===== config.mk =====
export PLATFORM = sky130hd
export DESIGN_NAME = wb_stage
export DESIGN_NICKNAME = d
export VERILOG_FILES = /design/src/rtl/mips_pkg.sv /design/src/rtl/wb_mux.sv /design/src/rtl/wb_stage.sv
export SDC_FILE = /design/constraint.sdc
export NUM_CORES = 1
export LEC_CHECK = 0
export BUFFER_PORTS_ARGS = -buffer_cell sky130_fd_sc_hd__buf_2
export CAP_MARGIN = 20
export CORE_AREA = 2 2 110 112
export DETAILED_ROUTE_END_ITERATION = 10
export DIE_AREA = 0 0 112 114
export PLACE_DENSITY = 0.65
export SYNTH_ARGS = -nofsm -noshare
export SYNTH_HDL_FRONTEND = slang
export SYNTH_SLANG_ARGS = --single-unit

===== constraint.sdc =====
create_clock -name clk -period 1.5 [get_ports clk]
set_clock_uncertainty 0.15 [all_clocks]
set_input_delay 0.15 -clock clk [delete_from_list [all_inputs] [get_ports clk]]
set_output_delay 0.15 -clock clk [all_outputs]
set_load 0.1 [all_outputs]

===== src/rtl/mips_pkg.sv =====
// ============================================================================
//  Module      : mips_pkg
//  Description : Shared widths, write-back source encodings and WB FSM state
//                type for the modified MIPS pipeline.
//  Revision    : 1.0 - initial release
// ============================================================================
`default_nettype none

package mips_pkg;

    localparam int XLEN  = 32;
    localparam int RADDR = 5;

    localparam logic [1:0] WBSRC_ALU = 2'd0;
    localparam logic [1:0] WBSRC_MEM = 2'd1;
    localparam logic [1:0] WBSRC_PC4 = 2'd2;
    localparam logic [1:0] WBSRC_IMM = 2'd3;

    typedef enum logic [0:0] {
        IDLE = 1'b0,
        HIGH = 1'b1
    } wb_state_t;

endpackage

`default_nettype wire


===== src/rtl/wb_mux.sv =====
// ============================================================================
//  Module      : wb_mux
//  Description : Write-back source select: low word from one of four sources,
//                high word from the ALU/memory pair (zero for PC+4/immediate).
//  Revision    : 1.0 - initial release
// ============================================================================
`default_nettype none

module wb_mux
    import mips_pkg::*;
(
    input  logic [1:0]      wbSrc,
    input  logic [XLEN-1:0] aluOut1,
    input  logic [XLEN-1:0] aluOut2,
    input  logic [XLEN-1:0] memOut1,
    input  logic [XLEN-1:0] memOut2,
    input  logic [XLEN-1:0] pcp4,
    input  logic [XLEN-1:0] im,
    output logic [XLEN-1:0] lowWord,
    output logic [XLEN-1:0] highWord
);

    always_comb begin
        lowWord  = '0;
        highWord = '0;
        case (wbSrc)
            WBSRC_ALU: begin
                lowWord  = aluOut1;
                highWord = aluOut2;
            end
            WBSRC_MEM: begin
                lowWord  = memOut1;
                highWord = memOut2;
            end
            WBSRC_PC4: lowWord = pcp4;
            WBSRC_IMM: lowWord = im;
            default:   lowWord = '0;
        endcase
    end

endmodule

`default_nettype wire


===== src/rtl/wb_stage.sv =====
// ============================================================================
//  Module      : wb_stage
//  Description : MIPS write-back stage; drives integer and FP register-file
//                write ports and sequences double-word FP writes over two
//                cycles. Define WB_ERRCHK_EN to enable the sticky oErr checker.
//  Revision    : 1.0 - initial release
// ============================================================================
`default_nettype none

module wb_stage
    import mips_pkg::*;
(
    input  logic             clk,
    input  logic             rst,
    input  logic             iWrite,
    input  logic             iFloat,
    input  logic [1:0]       iWBsrc,
    input  logic             iDW,
    input  logic [XLEN-1:0]  iALUout1,
    input  logic [XLEN-1:0]  iALUout2,
    input  logic [XLEN-1:0]  iMemOut1,
    input  logic [XLEN-1:0]  iMemOut2,
    input  logic [XLEN-1:0]  iPcp4,
    input  logic [XLEN-1:0]  iIm,
    input  logic [RADDR-1:0] iDstReg,
    output logic             oRegWrite,
    output logic [RADDR-1:0] oRegAddr,
    output logic [XLEN-1:0]  oRegData,
    output logic             oFpWrite,
    output logic [RADDR-1:0] oFpAddr,
    output logic [XLEN-1:0]  oFpData,
    output logic             oStall,
    output logic             oErr
);

    wb_state_t        r_state;
    wb_state_t        w_nextState;
    logic [XLEN-1:0]  r_hiWord;
    logic [RADDR-1:0] r_hiAddr;
    logic [XLEN-1:0]  w_lowWord;
    logic [XLEN-1:0]  w_highWord;
    logic             w_capture;

    wb_mux u_mux (
        .wbSrc    (iWBsrc),
        .aluOut1  (iALUout1),
        .aluOut2  (iALUout2),
        .memOut1  (iMemOut1),
        .memOut2  (iMemOut2),
        .pcp4     (iPcp4),
        .im       (iIm),
        .lowWord  (w_lowWord),
        .highWord (w_highWord)
    );

    always_ff @(posedge clk) begin
        if (rst) begin
            r_state  <= IDLE;
            r_hiWord <= '0;
            r_hiAddr <= '0;
        end else begin
            r_state <= w_nextState;
            if (w_capture) begin
                r_hiWord <= w_highWord;
                r_hiAddr <= {iDstReg[RADDR-1:1], 1'b1};
            end
        end
    end

    // Outputs stay quiet while rst is high, whatever the state register holds.
    always_comb begin
        w_nextState = r_state;
        w_capture   = 1'b0;
        oRegWrite   = 1'b0;
        oRegAddr    = '0;
        oRegData    = '0;
        oFpWrite    = 1'b0;
        oFpAddr     = '0;
        oFpData     = '0;
        oStall      = 1'b0;
        if (!rst) begin
            case (r_state)
                IDLE: begin
                    if (iWrite && !iFloat) begin
                        oRegWrite = (iDstReg != '0);
                        oRegAddr  = iDstReg;
                        oRegData  = w_lowWord;
                    end else if (iWrite && iDW) begin
                        oFpWrite    = 1'b1;
                        oFpAddr     = {iDstReg[RADDR-1:1], 1'b0};
                        oFpData     = w_lowWord;
                        oStall      = 1'b1;
                        w_capture   = 1'b1;
                        w_nextState = HIGH;
                    end else if (iWrite) begin
                        oFpWrite = 1'b1;
                        oFpAddr  = iDstReg;
                        oFpData  = w_lowWord;
                    end
                end
                HIGH: begin
                    oFpWrite    = 1'b1;
                    oFpAddr     = r_hiAddr;
                    oFpData     = r_hiWord;
                    w_nextState = IDLE;
                end
                default: w_nextState = IDLE;
            endcase
        end
    end

`ifdef WB_ERRCHK_EN
    logic r_err;

    always_ff @(posedge clk) begin
        if (rst) begin
            r_err <= 1'b0;
        end else if ((r_state == HIGH && iWrite) ||
                     (r_state == IDLE && iWrite && iFloat && iDW && iDstReg[0])) begin
            r_err <= 1'b1;
        end
    end

    assign oErr = r_err;
`else
    assign oErr = 1'b0;
`endif

endmodule

`default_nettype wire


==> results.yml, run 1 <==
status:
  status: "complete, but fails checks"
  violations: "setup timing"
worst_setup_path:
  endpoint_kind: "output port"
  ff2ff_path_depth: 6
  crit_fanout: 6
  r2r_start: "r_state"
  cp.arrival_ns: 1.69
  start_kind: "register"
  crit_required_ns: 1.20
  setup.worst_path.start: "r_state"
  critPathKind: "register to output port"
cells_and_area:
  final_util_pct: 65.7
  mostFrequentLayoutCells: "buf_2 (202), buf_12 (93), and2_4 (37), dfxtp_1 (37), a22o_4 (36)"
  multiInputGateArea_sq_um: 3050
  nNetsFinal: 862
  fillCellCount: 867
  regArea_sq_um: 764
  fin_area_sq_um: 7690
  layout-drive-gt1-share_pct: 81.2
  stdcell_count: 806
  area_growth_pct: 133
  n_antenna_cell: 0
  final_common_cell: "buf_2"
floorplan:
  rows: 40
  coreArea_sq_um: 11700
  die_h_um: 114
  initial_core_util_pct: 28.2
  dieArea_sq_um: 12800
  die_w_um: 112
  pin_count: 282
route:
  dr_wl_met3_mm: 1.01
  ant_nets: 0
  vias: 4342
  drtIter0Drc: 151
  wl_per_cell_um: 20.0
  viasPerCell: 5.39
  drt-total-wl_mm: 16.1
  top_layer_used: "met4"
  drc: 0
  first_pass_iters: 4
  wl_met1_mm: 5.85
  wl_met2_mm: 8.93
global_routing:
  grt_pass1_vias: 4607
  track_usage_pct: 24.2
  overflow: 0
  grt_pass1_wl_mm: 24.4
  grt_max_degree: 41
  antenna_found_initial: 0
clocking:
  cts_sinks: 38
  path_clk_slew_ns: 0.06
  htreeDepth: 2
  cts_buffers: 5
  clock_path_buffers: 2
  cts_hold_buffers: 0
  cts_tree: "done"
  clock_latency_ns: 0.28
  cts-root-buf: "clkbuf_16"
yosys:
  syn-cell-area_sq_um: 3300
  synth_seq_area_share_pct: 23.1
  syn_nets: 550
  yosysWarnings: 0
  netlist_instances: 346
  yosysTopAreaCellShare_pct: 23.1
  syn_area_per_cell_sq_um: 9.53
  yosys-top-cells-area: "dfxtp_1 (23%), mux4_2 (22%), mux2i_1 (9.7%)"
  synth.largest_area_cell: "dfxtp_1"
  async_reset_ff_share_pct: 0
  ys.flop_type: "dfxtp_1"
  ys_seq_elements: 38
  synth_edf_count: 0
  yosys.cell_types.count: 24
placed_design:
  pre_cts_ws_ns: -0.397
  globalplace.congestion: 0.782
  place_area_sq_um: 6300
  dp_cells: 767
  port-buffer-count: 280
  place_hpwl_mm: 11.1
worst_hold_path:
  holdPathStages: 3
  hp-start: "iDstReg[1]"
  hold_class: "primary input to register"
timing:
  fin_setup_tns_ns: -41.55
  fmax_ghz: 0.502
  whs_ns: 0.0154
  rsz0062_at_grt: "yes"
  fin_ws_ns: -0.493
  post-route-period-util_pct: 133
  final_hold_viol_count: 0
  fin_crit_ns: 1.99
  maxSlewViolCount: 0
  setup_viol: 112
pwr:
  peakVddDrop_uv: 418
  cellLeakagePower_nw: 3.45
  p_per_area_nw_per_um2: 552
  finalPower_mw: 4.25
job:
  drv_cap: 0
## state kept, by name, summed over array words and instances, names as in the netlist
| signal | flops |
|---|---|
| r_hiWord | 32 |
| r_state | 1 |
| r_hiAddr | 5 |
## cell type report
class	count	share of cell area, %
multi-input combinational	259	39.6
tap	147	2.39
inverter	2	0.0976
clock inverter	3	0.520
clock buffer	5	1.63
timing repair buffer	352	45.8
sequential	38	9.93
## path summary, 6_finish.rpt
| check | end | slack (ns) |
|---|---|---|
| setup / recovery | oFpAddr[2] | -0.49 |
| hold / removal | r_hiAddr[1] | 0.02 |
| setup reg to reg | r_hiWord[14] | -0.34 |
| hold reg to reg | r_hiWord[3] | 0.34 |
## logic make-up (layout without fill, tap and decap cells)
family / Yosys count / in the layout / synth area share [%]
buffers and inverters: 49 / 362 / 6.71
multiplexers: 64 / 64 / 31.6
other: 1 / 1 / 0.114
AND/OR/NAND/NOR: 82 / 82 / 17.2
flip-flops: 38 / 38 / 23.1
AO/OA/AOI/OAI: 112 / 112 / 21.4
## critical path: stages, from the launching register on
cell and delay [ns]:
dfxtp_4 0.37, nor4bb_4 0.29, buf_6 0.18, buf_12 0.14
buf_8 0.12, a22o_4 0.14, buf_12 0.17
## report_power, final
part / switching (mW) / total [mW] / leakage (nW) / internal [mW]
sequential: 0.0121 / 1.04 / 0.308 / 1.02
clock: 0.442 / 1.22 / 0.0836 / 0.779
combinational: 1.07 / 1.99 / 3.05 / 0.927
total: 1.52 / 4.25 / 3.45 / 2.73
## routing by layer
metal	up-vias	track usage, %
met4	0	7.07
li1	1989	-
met1	2105	27.3
met3	28	3.88
met2	220	47.0
met5	-	0
## cells in the mapped netlist (2+ instances only)
| cell | instances |
|---|---|
| inv_1 | 2 |
| clkbuf_2 | 3 |
| a22o_1 | 36 |
| buf_2 | 9 |
| a21oi_1 | 37 |
| nor2_1 | 4 |
| dfxtp_1 | 38 |
| o21ai_0 | 36 |
| and2_1 | 37 |
| clkbuf_1 | 30 |
| or4_1 | 33 |
| mux4_2 | 32 |
| nand3_1 | 4 |
| mux2i_1 | 32 |
| buf_4 | 4 |
## repair_timing
item | in CTS | in global routing
gates resized for setup | 198 | 52
endpoints found under the setup margin | 113 | 113
gates cloned | 9 | 0
pin swaps | 77 | 31
buffers inserted | 23 | 6
Power figures use the tool's default switching activity.
==> inputs of run 2 (changes only) <==
==> config.mk (replaced) <==
export PLATFORM = sky130hd
export DESIGN_NAME = wb_stage
export DESIGN_NICKNAME = d
export VERILOG_FILES = /design/src/rtl/mips_pkg.sv /design/src/rtl/wb_mux.sv /design/src/rtl/wb_stage.sv
export SDC_FILE = /design/constraint.sdc
export NUM_CORES = 1
export LEC_CHECK = 0
export CAP_MARGIN = 20
export CORE_AREA = 2 2 108 110
export DETAILED_ROUTE_END_ITERATION = 10
export DIE_AREA = 0 0 110 112
export DONT_BUFFER_PORTS = 1
export SYNTH_ARGS = -nofsm -noshare
export SYNTH_HDL_FRONTEND = slang
export SYNTH_SLANG_ARGS = --single-unit
==> results.yml, run 2 (same netlist as run 1, synthesis figures left out) <==
status:
  status: "complete, but fails checks"
  violations: "setup timing"
cells_and_area:
  n_antenna_cell: 0
  layout-drive-gt1-share_pct: 59.0
  regArea_sq_um: 764
  top_regs: "r_hiWord (32), r_hiAddr (5), r_state (1)"
  mostFrequentLayoutCells: "and2_4 (37), dfxtp_1 (37), a22o_4 (36), mux4_2 (32), mux2i_1 (32)"
  fillCellCount: 1044
  largest_reg_flops: 32
  nNetsFinal: 557
  multiInputGateArea_sq_um: 2970
  final_util_pct: 43.5
  top_register: "r_hiWord"
  area_growth_pct: 47.3
timing:
  fin_crit_ns: 1.93
  fmax_ghz: 0.518
  worst_pin_slew_ns: 0.629
  fin_ws_ns: -0.432
  final_hold_viol_count: 0
  relSlewSlack_pct: 57.9
  maxSlewViolCount: 0
  post-route-period-util_pct: 129
  setup_viol: 112
  rsz0062_at_grt: "yes"
worst_setup_path:
  crit_required_ns: 1.20
  cp_slowest_cell: "dfxtp_4"
  path_buf_inv: 2
  crit_family: "flip-flops"
  cpPeakStageDelay_ns: 0.36
  start_kind: "register"
  path_cells: "nor4bb_4 > buf_4 > buf_12 > a22o_4"
  critPathKind: "register to output port"
  cp.arrival_ns: 1.63
  endpoint_kind: "output port"
  crit_fanout: 10
placed_design:
  globalplace.congestion: 0.787
  port-buffer-count: 0
  place_hpwl_mm: 7.64
global_routing:
  grt_max_degree: 65
  grt_pass1_wl_mm: 16.7
  antenna_found_initial: 0
  overflow: 0
  track_usage_pct: 17.7
  grt_pass1_vias: 3056
clocking:
  path_clk_slew_ns: 0.06
  clock_path_buffers: 2
  htreeDepth: 2
  cts_sinks: 38
  clock_latency_ns: 0.28
  cts-root-buf: "clkbuf_16"
  cts_tree: "done"
  cts_buffers: 5
route:
  drc: 0
  drt-total-wl_mm: 13.0
  viasPerCell: 6.26
  drtIter0Drc: 189
  ant_nets: 0
  wl_per_cell_um: 26.1
  vias: 3111
  first_pass_iters: 4
floorplan:
  die_w_um: 110
  dieArea_sq_um: 12300
  pin_count: 282
  die_h_um: 112
  rows: 39
  initial_core_util_pct: 29.5
  coreArea_sq_um: 11200
worst_hold_path:
  hold_class: "primary input to register"
pwr:
  p_per_area_nw_per_um2: 701
  finalPower_mw: 3.40
  cellLeakagePower_nw: 1.86
  peakVddDrop_uv: 351
job:
  drv_cap: 0
## run 2: repair_timing
item | 4_1_cts | 5_1_grt
buffers inserted | 6 | 2
pin swaps | 60 | 64
gates resized for setup | 20 | 56
cloned | 4 | 10
hold buffers | 8 | 0
endpoints found under the setup margin | 109 | 112
endpoints found under the hold margin | 37 | 0
## run 2: area by class of cell
type,count,share of cell area (%)
multi-input cells,259,61.2
repair buffers,47,16.2
flip-flops and latches,38,15.7
well taps,143,3.68
clock buffers,7,2.94
inverters,2,0.155
clock inverters,1,0.103
## run 2: report_power, final
group	leakage (nW)	switching (mW)	internal, mW
Clock	0.0739	0.419	0.660
Combinational	1.48	0.828	0.463
Sequential	0.308	0.0113	1.02
Total	1.86	1.26	2.15
## run 2: final timing paths
kind                       end          from  cells after the start  slack, ns
setup reg to reg  r_hiWord[18]       r_state                      6      -0.37
hold / removal    r_hiWord[30]  iALUout2[30]                      3       0.03
hold reg to reg    r_hiAddr[4]   r_hiAddr[4]                      2       0.33
setup / recovery    oFpAddr[3]       r_state                      4      -0.43
## run 2: through the flow
step | cell area, sq um | cells | hold slack, ns | worst slack [ns] | TNS [ns]
after floorplan | 3970 | 346 | 0.148 | -0.191 | -5.99
after global placement | 4000 | 459 | 0.0746 | -0.161 | -10.84
after detailed placement | 4000 | 459 | 0.0774 | -0.185 | -13.49
after CTS | 4460 | 485 | 0.0144 | -0.454 | -44.59
after global routing | 4860 | 497 | 0.0496 | -0.487 | -46.38
final | 4860 | 497 | 0.0294 | -0.432 | -40.81
## run 2: worst register-to-register path: cells and delay by family (launching register included)
kind | cells | cell delay (ns)
and+or+nand+nor | 2 | 0.72
buffers and inverters | 3 | 0.45
DFF | 1 | 0.36
AOI/OAI and AO/OA | 1 | 0.14
## run 2: metal layers
layer	share of wire, %	global-route usage [%]	vias up
li1	-	-	1384
met1	38	21.0	1522
met2	53	32.8	189
met3	6.9	2.17	16
met4	1.9	5.15	0
met5	0	0	-
